--- config.mk ---
export PLATFORM = sky130hd
export DESIGN_NAME = sprite_layer_renderer
export DESIGN_NICKNAME = d
export VERILOG_FILES = /design/src/rtl/sprite_layer_renderer.sv
export SDC_FILE = /design/constraint.sdc
export NUM_CORES = 1
export LEC_CHECK = 0
export CAP_MARGIN = 20
export CORE_AREA = 3 3 124 126
export DETAILED_ROUTE_END_ITERATION = 16
export DIE_AREA = 0 0 127 129
export GPL_ROUTABILITY_DRIVEN = 1
export MAX_ROUTING_LAYER = met4
export PLACE_DENSITY = 0.88
export RECOVER_POWER = 50
export SLEW_MARGIN = 0
export SYNTH_ARGS = -nofsm -noshare
export SYNTH_HDL_FRONTEND = slang
export SYNTH_SLANG_ARGS = --single-unit
export TNS_END_PERCENT = 50
--- constraint.sdc ---
create_clock -name VGA_clk -period 3.4 [get_ports VGA_clk]
set_clock_uncertainty 0.05 [all_clocks]
set_input_delay 0.85 -clock VGA_clk [delete_from_list [all_inputs] [get_ports VGA_clk]]
set_output_delay 0.85 -clock VGA_clk [all_outputs]
set_load 0.1 [all_outputs]
--- src/rtl/sprite_layer_renderer.sv ---
// sprite_layer_renderer
//
// Composites up to N_SPRITES animated, mirrorable sprites over a flat
// background colour for the VGA pixel path. Sprite index 0 has the highest
// priority, and a pixel equal to KEY_COLOUR is transparent. The external
// sprite ROMs are driven through a pipeline aligned to their latency. The
// latency from X/Y to RGB is ROM_LATENCY+2 cycles.
//
// Optional feature macro: RENDER_PAUSE_DIM_EN
//   When this macro is defined, game_state 2 (pause) halves every colour
//   channel of the composite. When it is undefined, pause renders exactly
//   like play. Animation is frozen in pause in both builds.
//
// Ports:
//   VGA_clk      pixel clock; all logic is on its rising edge
//   rst          asynchronous, active-high reset
//   display_on   active-video flag, aligned with X and Y
//   frame_start  one-cycle pulse per video frame, during blanking
//   game_state   1 = play, 2 = pause, any other value = black
//   X, Y         current pixel coordinate
//   sprite_x/y   top-left of sprite i in slice [16i+15:16i]
//   sprite_dir   1 = horizontally mirrored
//   sprite_en    layer enable
//   sprite_anim  1 = animation advances
//   rom_row/col  registered ROM address per sprite (8 bits each)
//   rom_frame    registered ROM frame select per sprite
//   rom_data     ROM pixel data, valid ROM_LATENCY cycles after the address
//   RGB          registered output colour
module sprite_layer_renderer #(
  parameter int          N_SPRITES   = 2,
  parameter int          SPRITE_W    = 37,
  parameter int          SPRITE_H    = 42,
  parameter int          FRAMES      = 4,
  parameter int          ANIM_DIV    = 6,
  parameter int          ROM_LATENCY = 1,
  parameter logic [23:0] KEY_COLOUR  = 24'hFF0096,
  parameter logic [23:0] BG_COLOUR   = 24'h2222EE,
  localparam int         FW          = (FRAMES > 1) ? $clog2(FRAMES) : 1
) (
  input  logic                    VGA_clk,
  input  logic                    rst,
  input  logic                    display_on,
  input  logic                    frame_start,
  input  logic [3:0]              game_state,
  input  logic [15:0]             X,
  input  logic [15:0]             Y,
  input  logic [16*N_SPRITES-1:0] sprite_x,
  input  logic [16*N_SPRITES-1:0] sprite_y,
  input  logic [N_SPRITES-1:0]    sprite_dir,
  input  logic [N_SPRITES-1:0]    sprite_en,
  input  logic [N_SPRITES-1:0]    sprite_anim,
  output logic [8*N_SPRITES-1:0]  rom_row,
  output logic [8*N_SPRITES-1:0]  rom_col,
  output logic [FW*N_SPRITES-1:0] rom_frame,
  input  logic [24*N_SPRITES-1:0] rom_data,
  output logic [23:0]             RGB
);

  localparam int             TW     = (ANIM_DIV > 1) ? $clog2(ANIM_DIV) : 1;
  // Hit flags, display_on and game_state must travel through the address
  // register and the ROM read, which is ROM_LATENCY+1 stages in total.
  localparam int             D      = ROM_LATENCY + 1;
  localparam logic [15:0]    W16    = 16'(SPRITE_W);
  localparam logic [15:0]    H16    = 16'(SPRITE_H);
  localparam logic [7:0]     COLMAX = 8'(SPRITE_W - 1);
  localparam logic [FW-1:0]  FMAX   = FW'(FRAMES - 1);
  localparam logic [TW-1:0]  TMAX   = TW'(ANIM_DIV - 1);

  logic [N_SPRITES-1:0][15:0]  dx, dy;
  logic [N_SPRITES-1:0]        hit_now;

  logic [8*N_SPRITES-1:0]      rom_row_d, rom_row_q;
  logic [8*N_SPRITES-1:0]      rom_col_d, rom_col_q;
  logic [FW*N_SPRITES-1:0]     rom_frame_d, rom_frame_q;
  logic [FW*N_SPRITES-1:0]     frame_idx_d, frame_idx_q;
  logic [TW*N_SPRITES-1:0]     tick_d, tick_q;

  logic [D-1:0][N_SPRITES-1:0] hit_pipe_d, hit_pipe_q;
  logic [D-1:0]                de_pipe_d, de_pipe_q;
  logic [D-1:0][3:0]           gs_pipe_d, gs_pipe_q;

  logic [23:0]                 comp;
  logic [23:0]                 rgb_d, rgb_q;

  // Offsets are unsigned with 16-bit wrap, so a pixel left of or above the
  // sprite becomes a huge offset and fails the range test on its own.
  always_comb begin
    dx      = '0;
    dy      = '0;
    hit_now = '0;
    for (int i = 0; i < N_SPRITES; i++) begin
      dx[i]      = X - sprite_x[16*i +: 16];
      dy[i]      = Y - sprite_y[16*i +: 16];
      hit_now[i] = sprite_en[i] && (dx[i] < W16) && (dy[i] < H16);
    end
  end

  // Mirrored column is SPRITE_W-1-dx, so dx = 0 maps onto the last column.
  // On a miss the address is unused, so an 8-bit subtraction is sufficient.
  always_comb begin
    rom_row_d   = '0;
    rom_col_d   = '0;
    rom_frame_d = frame_idx_q;
    for (int i = 0; i < N_SPRITES; i++) begin
      rom_row_d[8*i +: 8] = dy[i][7:0];
      rom_col_d[8*i +: 8] = sprite_dir[i] ? (COLMAX - dx[i][7:0]) : dx[i][7:0];
    end
  end

  // Stage 0 of each shift register takes the live value. The last stage is
  // aligned with rom_data.
  always_comb begin
    hit_pipe_d = '0;
    de_pipe_d  = '0;
    gs_pipe_d  = '0;
    for (int k = 1; k < D; k++) begin
      hit_pipe_d[k] = hit_pipe_q[k-1];
      de_pipe_d[k]  = de_pipe_q[k-1];
      gs_pipe_d[k]  = gs_pipe_q[k-1];
    end
    hit_pipe_d[0] = hit_now;
    de_pipe_d[0]  = display_on;
    gs_pipe_d[0]  = game_state;
  end

  // Walk from the lowest priority up to the highest, so the lowest opaque
  // index is the one that is kept.
  always_comb begin
    comp = BG_COLOUR;
    for (int i = N_SPRITES - 1; i >= 0; i--) begin
      if (hit_pipe_q[D-1][i] && (rom_data[24*i +: 24] != KEY_COLOUR))
        comp = rom_data[24*i +: 24];
    end
  end

  always_comb begin
    rgb_d = '0;
    if (de_pipe_q[D-1]) begin
      case (gs_pipe_q[D-1])
        4'd1:    rgb_d = comp;
`ifdef RENDER_PAUSE_DIM_EN
        4'd2:    rgb_d = (comp >> 1) & 24'h7F7F7F;
`else
        4'd2:    rgb_d = comp;
`endif
        default: rgb_d = '0;
      endcase
    end
  end

  // Animation advances only on the frame_start pulse in play. A cleared
  // sprite_anim takes precedence over the tick and rewinds to frame 0.
  always_comb begin
    tick_d      = tick_q;
    frame_idx_d = frame_idx_q;
    if (frame_start && (game_state == 4'd1)) begin
      for (int i = 0; i < N_SPRITES; i++) begin
        if (!sprite_anim[i]) begin
          tick_d[TW*i +: TW]      = '0;
          frame_idx_d[FW*i +: FW] = '0;
        end else if (tick_q[TW*i +: TW] == TMAX) begin
          tick_d[TW*i +: TW]      = '0;
          frame_idx_d[FW*i +: FW] = (frame_idx_q[FW*i +: FW] == FMAX)
                                    ? '0 : frame_idx_q[FW*i +: FW] + FW'(1);
        end else begin
          tick_d[TW*i +: TW]      = tick_q[TW*i +: TW] + TW'(1);
        end
      end
    end
  end

  // All state is cleared asynchronously, so the outputs go black the moment
  // reset asserts.
  always_ff @(posedge VGA_clk or posedge rst) begin
    if (rst) begin
      rom_row_q   <= '0;
      rom_col_q   <= '0;
      rom_frame_q <= '0;
      frame_idx_q <= '0;
      tick_q      <= '0;
      hit_pipe_q  <= '0;
      de_pipe_q   <= '0;
      gs_pipe_q   <= '0;
      rgb_q       <= '0;
    end else begin
      rom_row_q   <= rom_row_d;
      rom_col_q   <= rom_col_d;
      rom_frame_q <= rom_frame_d;
      frame_idx_q <= frame_idx_d;
      tick_q      <= tick_d;
      hit_pipe_q  <= hit_pipe_d;
      de_pipe_q   <= de_pipe_d;
      gs_pipe_q   <= gs_pipe_d;
      rgb_q       <= rgb_d;
    end
  end

  assign rom_row   = rom_row_q;
  assign rom_col   = rom_col_q;
  assign rom_frame = rom_frame_q;
  assign RGB       = rgb_q;

endmodule

==> metrics, run 1 <==
Vias/cell=5.57; # nets final=1335; Max VDD drop=245 uV; count of final hold-check violations=0; vias post-DR=7224; vias in the first global route=7406; Synth Register Bits=84; Netlist cell types=69; Die Span Y=129 um; hold crit path type=reg -> reg; Max Clk Rate=283 MHz; global-route wire length before repair=35100 um; total area of sequential cells=2100 um^2; Slowest cell on crit path=or4_1; Root Buffer=clkbuf_16; fin worst setup slack=-0.135 ns; Core ar.=14400 um^2; Leakage=4.83 nW; unrepaired setup endpoints after global routing=yes; Place WS=-0.760 ns; CTS tree=yes; Tot GR Track Use=27.5%; Worst-Margin Slew=2.08 ns; Initial DRC Count=512; wire per inst=17.0 um; H-tree depth=3; Final Max Slew Viols=85; Initial Util=44.4%; sequential share of the synthesized area=32.8%; clock sink count=84; Pre-antenna DRT Iters=5; initial antenna violation count=1; met3 usage=4.73%; deepest clock path buffer count=2; Final HPWL DP=17500 um; GP Congestion=0.954; reg-to-reg startpoint=tick_q[3]$_DFFE_PP0P_; M2 GR Usage=48.0%; hold buffers post-CTS=0; status=complete, but fails checks; Post-Route WL=22100 um; setup TNS=-0.188 ns; max cap viols=1; DRC=0; largest net degree at the start of global routing=85; Core Util, Final=71.0%; Tmin final=3.54 ns; EDFF count, synth=0; setup violators final=2; Final Power=4.56 mW; IO Count=218; Syn Std Cell Area=6400 um^2; CTS buffer count=9; kind of critical path=in -> reg; Worst-Skew Late Latency=0.35 ns; Rows=44; Placed Area=9830 um^2; CP required=3.60 ns; CP Capture Type=register; critical path arrival=3.74 ns; syn nets=952; CP Launch Type=input pin; multi-input logic area=4010 um^2; synthesis-to-finish area growth=59.8%; CP startpoint=Y[0]; async set or reset register ratio after synthesis=100%; commonest cells after routing, fill and taps aside=214 x buf_4, 147 x clkdlybuf4s50_1, 93 x inv_1, 84 x dfrtp_1, 63 x ha_1; fillers=1004; Mapped Cells=726; most common cell after layout, fill and taps aside=buf_4; Detail Route Antenna Nets=0; Final period util=104%; PD cells=446 nW/um^2; Top Usage Layer GRT=met2; hold_sp=gs_pipe_d[5]$_DFF_PP0_; crit-path cells=clkdlybuf4s50_1 > inv_2 > ha_1 > inv_1 > fa_2 > a211oi_2 > o21bai_1 > a21oi_2 > xnor2_1 > nor4_1 > nand3_1 > or4_1 > nor4_2; cell area after layout=10200 um^2; crit-path max FO=3; fraction of layout cells with a size suffix above 1=24.8%; Synth Warn #=0; met1 GRT Util=30.1%; Synth Flop Type=dfrtp_1; failing checks=capacitance limit, slew limit, setup timing; global route overflow=0; clock transition at the registers of the reported paths=0.07 ns; Worst slew margin=-39.0%; CP peak stage delay=0.45 ns; Die X=127 um; DIE AREA=16400 um^2; port bufs=217; Syn Area/Cell=8.82 um^2
worst paths after layout:
kind,to,cells past startpoint,slack [ns]
worst min-delay path,gs_pipe_q[5]$_DFF_PP0_,0,0.30
worst max register to register,frame_idx_q[3]$_DFFE_PP0P_,5,1.93
min in group asynchronous,tick_q[1]$_DFFE_PP0P_,3,1.69
max in group asynchronous,rom_row[3]$_DFF_PP0_,3,0.39
worst max-delay path,hit_pipe_d[3]$_DFF_PP0_,13,-0.14
worst min register to register,gs_pipe_q[5]$_DFF_PP0_,0,0.30
stage by stage:
stage / hold WS, ns / instances
2_1_floorplan: 0.281 / 726
3_3_place_gp: 0.282 / 1278
3_5_place_dp: 0.286 / 1278
4_1_cts: 0.300 / 1297
5_1_grt: 0.307 / 1298
6_report: 0.297 / 1298
state kept, by name, indices dropped and copies added, names as in the netlist:
| name | count |
|---|---|
| RGB | 24 |
| de_pipe_q | 2 |
| frame_idx_q | 4 |
| gs_pipe_d | 4 |
| gs_pipe_q | 4 |
| hit_pipe_d | 2 |
| hit_pipe_q | 2 |
| rom_col | 16 |
| rom_frame | 4 |
| rom_row | 16 |
| tick_q | 6 |
synthesized netlist by cell type, types with 10 or more instances:
cell | number | area share [%]
a21o_1 | 12 | 1.4
a21oi_1 | 44 | 3.4
a22oi_1 | 14 | 1.6
dfrtp_1 | 84 | 33
ha_1 | 64 | 13
inv_1 | 96 | 5.6
nand2_1 | 36 | 2.1
nand2b_1 | 14 | 1.4
nand3_1 | 20 | 1.6
nand4_1 | 10 | 0.98
nor2_1 | 46 | 2.7
nor3_1 | 14 | 1.1
o21ai_0 | 48 | 3.8
xnor2_1 | 27 | 3.7
xor2_1 | 15 | 2.1
cells by family after synthesis:
family          Yosys count  synth area share, %
compound gates          217                 23.1
xor+xnor                 42                 5.74
fa+ha+maj                68                 13.8
buf+inv                 106                 6.33
flops                    84                 32.8
mux                       8                 1.29
simple gates            201                 17.0
critical path, delay by kind of cell:
kind	cells	cell delay (ns)
simple gates	4	1.05
compound gates	3	0.59
fa+ha+maj	2	0.55
buf+inv	3	0.56
xor+xnor	1	0.14
layer usage:
layer | share of wire [%] | vias up
met2 | 51 | 340
li1 | - | 3412
met5 | 0 | -
met4 | 4.7 | 0
met1 | 38 | 3395
met3 | 6.8 | 77
area by class of cell:
class	instances	area share, %
Multi-Input combinational cell	536	39.1
Clock inverter	6	0.880
Timing Repair Buffer	382	31.4
Tap cell	184	2.25
Inverter	96	3.53
Clock buffer	9	2.20
Sequential cell	84	20.5
Antenna cell	1	0.0244
what timing repair did:
item,4_1_cts,5_1_grt
setup buffers,4,0
hold endpoints to repair,0,0
endpoints found under the setup margin,2,2
resized for setup,27,9
pin swaps,21,6
where the power goes:
part	total, mW	switching (mW)	internal (mW)
clock network	1.04	0.401	0.640
registers	1.19	0.0546	1.13
logic	2.33	1.49	0.845
Power figures use the tool's default switching activity.
==> inputs of run 2 (changes only) <==
- SETUP_SLACK_MARGIN: default -> 0.2
==> run 2 against run 1 <==
  * The run ends with setup timing left
  * Critical path type unchanged
  * Sequential power about the same
  * Highest routed layer unchanged
  * Wire length increased by 29%
  * Combinational power increased by 13%
  * Critical endpoint unchanged
==> metrics, run 2 (synthesis results as in run 1) <==
Final HPWL DP=17700 um (was 17500 um); Top delay family on crit path=compound AO/OA/AOI/OAI gates (was simple AND/OR/NAND/NOR gates); deepest clock path buffer count=2 (unchanged); fin worst setup slack=-0.0669 ns (was -0.135 ns); Net Sw Power=2.20 mW (was 1.94 mW); count of final hold-check violations=0 (unchanged); PD cells=432 nW/um^2 (was 446 nW/um^2); max FFs per register=24 (unchanged); Initial DRC Count=939 (was 512); CP Capture Type=register (unchanged); M1 wire length=9810 um (was 8380 um); DR WL met3=2660 um (was 1510 um); Vias/cell=6.20 (was 5.57); Die X=127 um (unchanged); Worst slew margin=2.77% (was -39.0%); total area of sequential cells=2100 um^2 (unchanged); initial antenna violation count=1 (unchanged); largest net degree at the start of global routing=55 (was 85); Combinational Power Share=54.5% (was 51.2%); multi-input logic area=4750 um^2 (was 4010 um^2); max cap viols=0 (was 1); Rows=44 (unchanged); clock transition at the registers of the reported paths=0.08 ns (was 0.07 ns); most common cell after layout, fill and taps aside=buf_4 (unchanged); CTS buffer count=9 (unchanged); crit path buf inv count=2 (was 3); synthesis-to-finish area growth=73.9% (was 59.8%); DIE AREA=16400 um^2 (unchanged); max layer used=met4 (unchanged); clock share of power=20.7% (was 22.8%); hold crit path type=reg -> reg (unchanged); Tmin final=3.47 ns (was 3.54 ns); CP required=3.62 ns (was 3.60 ns); commonest cells after routing, fill and taps aside=228 x buf_4, 102 x clkdlybuf4s50_1, 84 x dfrtp_1, 69 x inv_1, 44 x nor2_1 (was 214 x buf_4, 147 x clkdlybuf4s50_1, 93 x inv_1, 84 x dfrtp_1, 63 x ha_1); Final Power=4.82 mW (was 4.56 mW); CP peak stage delay=0.54 ns (was 0.45 ns); H-tree depth=3 (unchanged); Die Span Y=129 um (unchanged); vias in the first global route=7463 (was 7406); port bufs=217 (unchanged); critical path arrival=3.68 ns (was 3.74 ns); switching share of power=45.7% (was 42.6%); crit-path max FO=3 (unchanged); setup violators final=1 (was 2); unrepaired setup endpoints after global routing=yes (unchanged); WL met2=14000 um (was 11200 um); Leakage=5.27 nW (was 4.83 nW); Seq pwr share=24.8% (was 26.0%); DRC=0 (unchanged); # nets final=1342 (was 1335); Initial Util=44.4% (unchanged); Detail Route Antenna Nets=0 (unchanged); Pre-antenna DRT Iters=7 (was 5); fraction of layout cells with a size suffix above 1=35.8% (was 24.8%); Core ar.=14400 um^2 (unchanged); Worst-Skew Late Latency=0.35 ns (about the same); Post-Route WL=28500 um (was 22100 um); CP Launch Type=input pin (unchanged); Root Buffer=clkbuf_16 (unchanged); global-route wire length before repair=35700 um (was 35100 um); CTS tree=yes (unchanged); vias post-DR=8106 (was 7224); kind of critical path=in -> reg (unchanged); clock sink count=84 (unchanged); Final period util=102% (was 104%); Core Util, Final=77.2% (was 71.0%); Worst-Margin Slew=1.45 ns (was 2.08 ns); Final Max Slew Viols=0 (was 85); internal power=2.61 mW (was 2.62 mW); GP Congestion=0.970 (was 0.954); status=complete, but fails checks (unchanged); wire per inst=21.8 um (was 17.0 um); crit-path cells=clkdlybuf4s50_1 > inv_1 > ha_4 > o21a_1 > o31a_1 > o311a_4 > a41oi_2 > o21ai_2 > a21oi_1 > o21ai_1 > or4_4 > nor4_2 (was clkdlybuf4s50_1 > inv_2 > ha_1 > inv_1 > fa_2 > a211oi_2 > o21bai_1 > a21oi_2 > xnor2_1 > nor4_1 > nand3_1 > or4_1 > nor4_2); global route overflow=0 (unchanged); Tot GR Track Use=27.9% (was 27.5%); Slowest cell on crit path=or4_4 (was or4_1); fillers=810 (was 1004); failing checks=setup timing (was capacitance limit, slew limit, setup timing); IO Count=218 (unchanged); Max Clk Rate=288 MHz (was 283 MHz); Max VDD drop=264 uV (was 245 uV)
## run 2: cell types whose count changed in the layout (fill, tap and decap cells not counted), moves of 5 or more
cell             previous run  this run
o21ai_1                    11        16
clkbuf_1                   10         0
inv_1                      93        69
a21oi_1                    40        32
ha_4                        0        38
buf_4                     214       228
clkbuf_2                    1         6
inv_2                       2        25
ha_1                       63        25
clkdlybuf4s50_1           147       102
dlymetal6s2s_1              1        37
a21oi_2                     5        13
o21ai_0                    45        36
## run 2: repair_timing
item,in CTS,in global routing
resized for setup,35,180
setup endpoints to repair,3,4
pin swaps,16,59
hold buffers,0,0
cloned,0,0
setup buffers,3,11
## run 2: stage by stage
stage                     area (um^2)  setup slack [ns]  TNS, ns  cells  hold slack [ns]
final                           11100           -0.0669  -0.0669   1307            0.298
after global routing            11100            -0.158   -0.231   1306            0.304
after detailed placement         9840            -0.602    -1.40   1275            0.286
after CTS                       10200           -0.0272  -0.0394   1294            0.302
after global placement           9840            -0.450   -0.816   1275            0.282
after floorplan                  6440             0.190        0    726            0.281
## run 2: power by group through the flow
stage / clock [mW] / sequential [mW] / combinational, mW
after floorplan: 0 / 1.99 / 0.660
after global placement: 0 / 1.20 / 2.24
after detailed placement: 0 / 1.21 / 2.28
after CTS: 0.993 / 1.19 / 2.33
after global routing: 1.04 / 1.20 / 2.73
final: 0.996 / 1.19 / 2.63
## run 2: worst paths after layout
path	start	endpoint	slack [ns]	cells past startpoint
max	sprite_x[18]	hit_pipe_d[3]$_DFF_PP0_	-0.07	12
min	gs_pipe_d[5]$_DFF_PP0_	gs_pipe_q[5]$_DFF_PP0_	0.30	0
max reg2reg	gs_pipe_q[4]$_DFF_PP0_	RGB[22]$_DFF_PP0_	1.96	3
min reg2reg	gs_pipe_d[5]$_DFF_PP0_	gs_pipe_q[5]$_DFF_PP0_	0.30	0
max in group asynchronous	rst	rom_row[1]$_DFF_PP0_	1.19	3
min in group asynchronous	rst	frame_idx_q[2]$_DFFE_PP0P_	1.24	2
## run 2: cell type report
cell class | instances | share of cell area (%)
tap | 184 | 2.07
antenna | 2 | 0.0449
clock inverter | 7 | 0.640
inverter | 96 | 3.27
sequential | 84 | 18.9
clock buffer | 9 | 2.02
timing repair buffer | 389 | 30.4
multi-input combinational | 536 | 42.6
## run 2: metal layers
| layer | GRT usage, % | vias up |
|---|---|---|
| met5 | - | - |
| met4 | 14.5 | 0 |
| met3 | 4.73 | 223 |
| met2 | 49.1 | 693 |
| met1 | 30.3 | 3767 |
| li1 | - | 3423 |
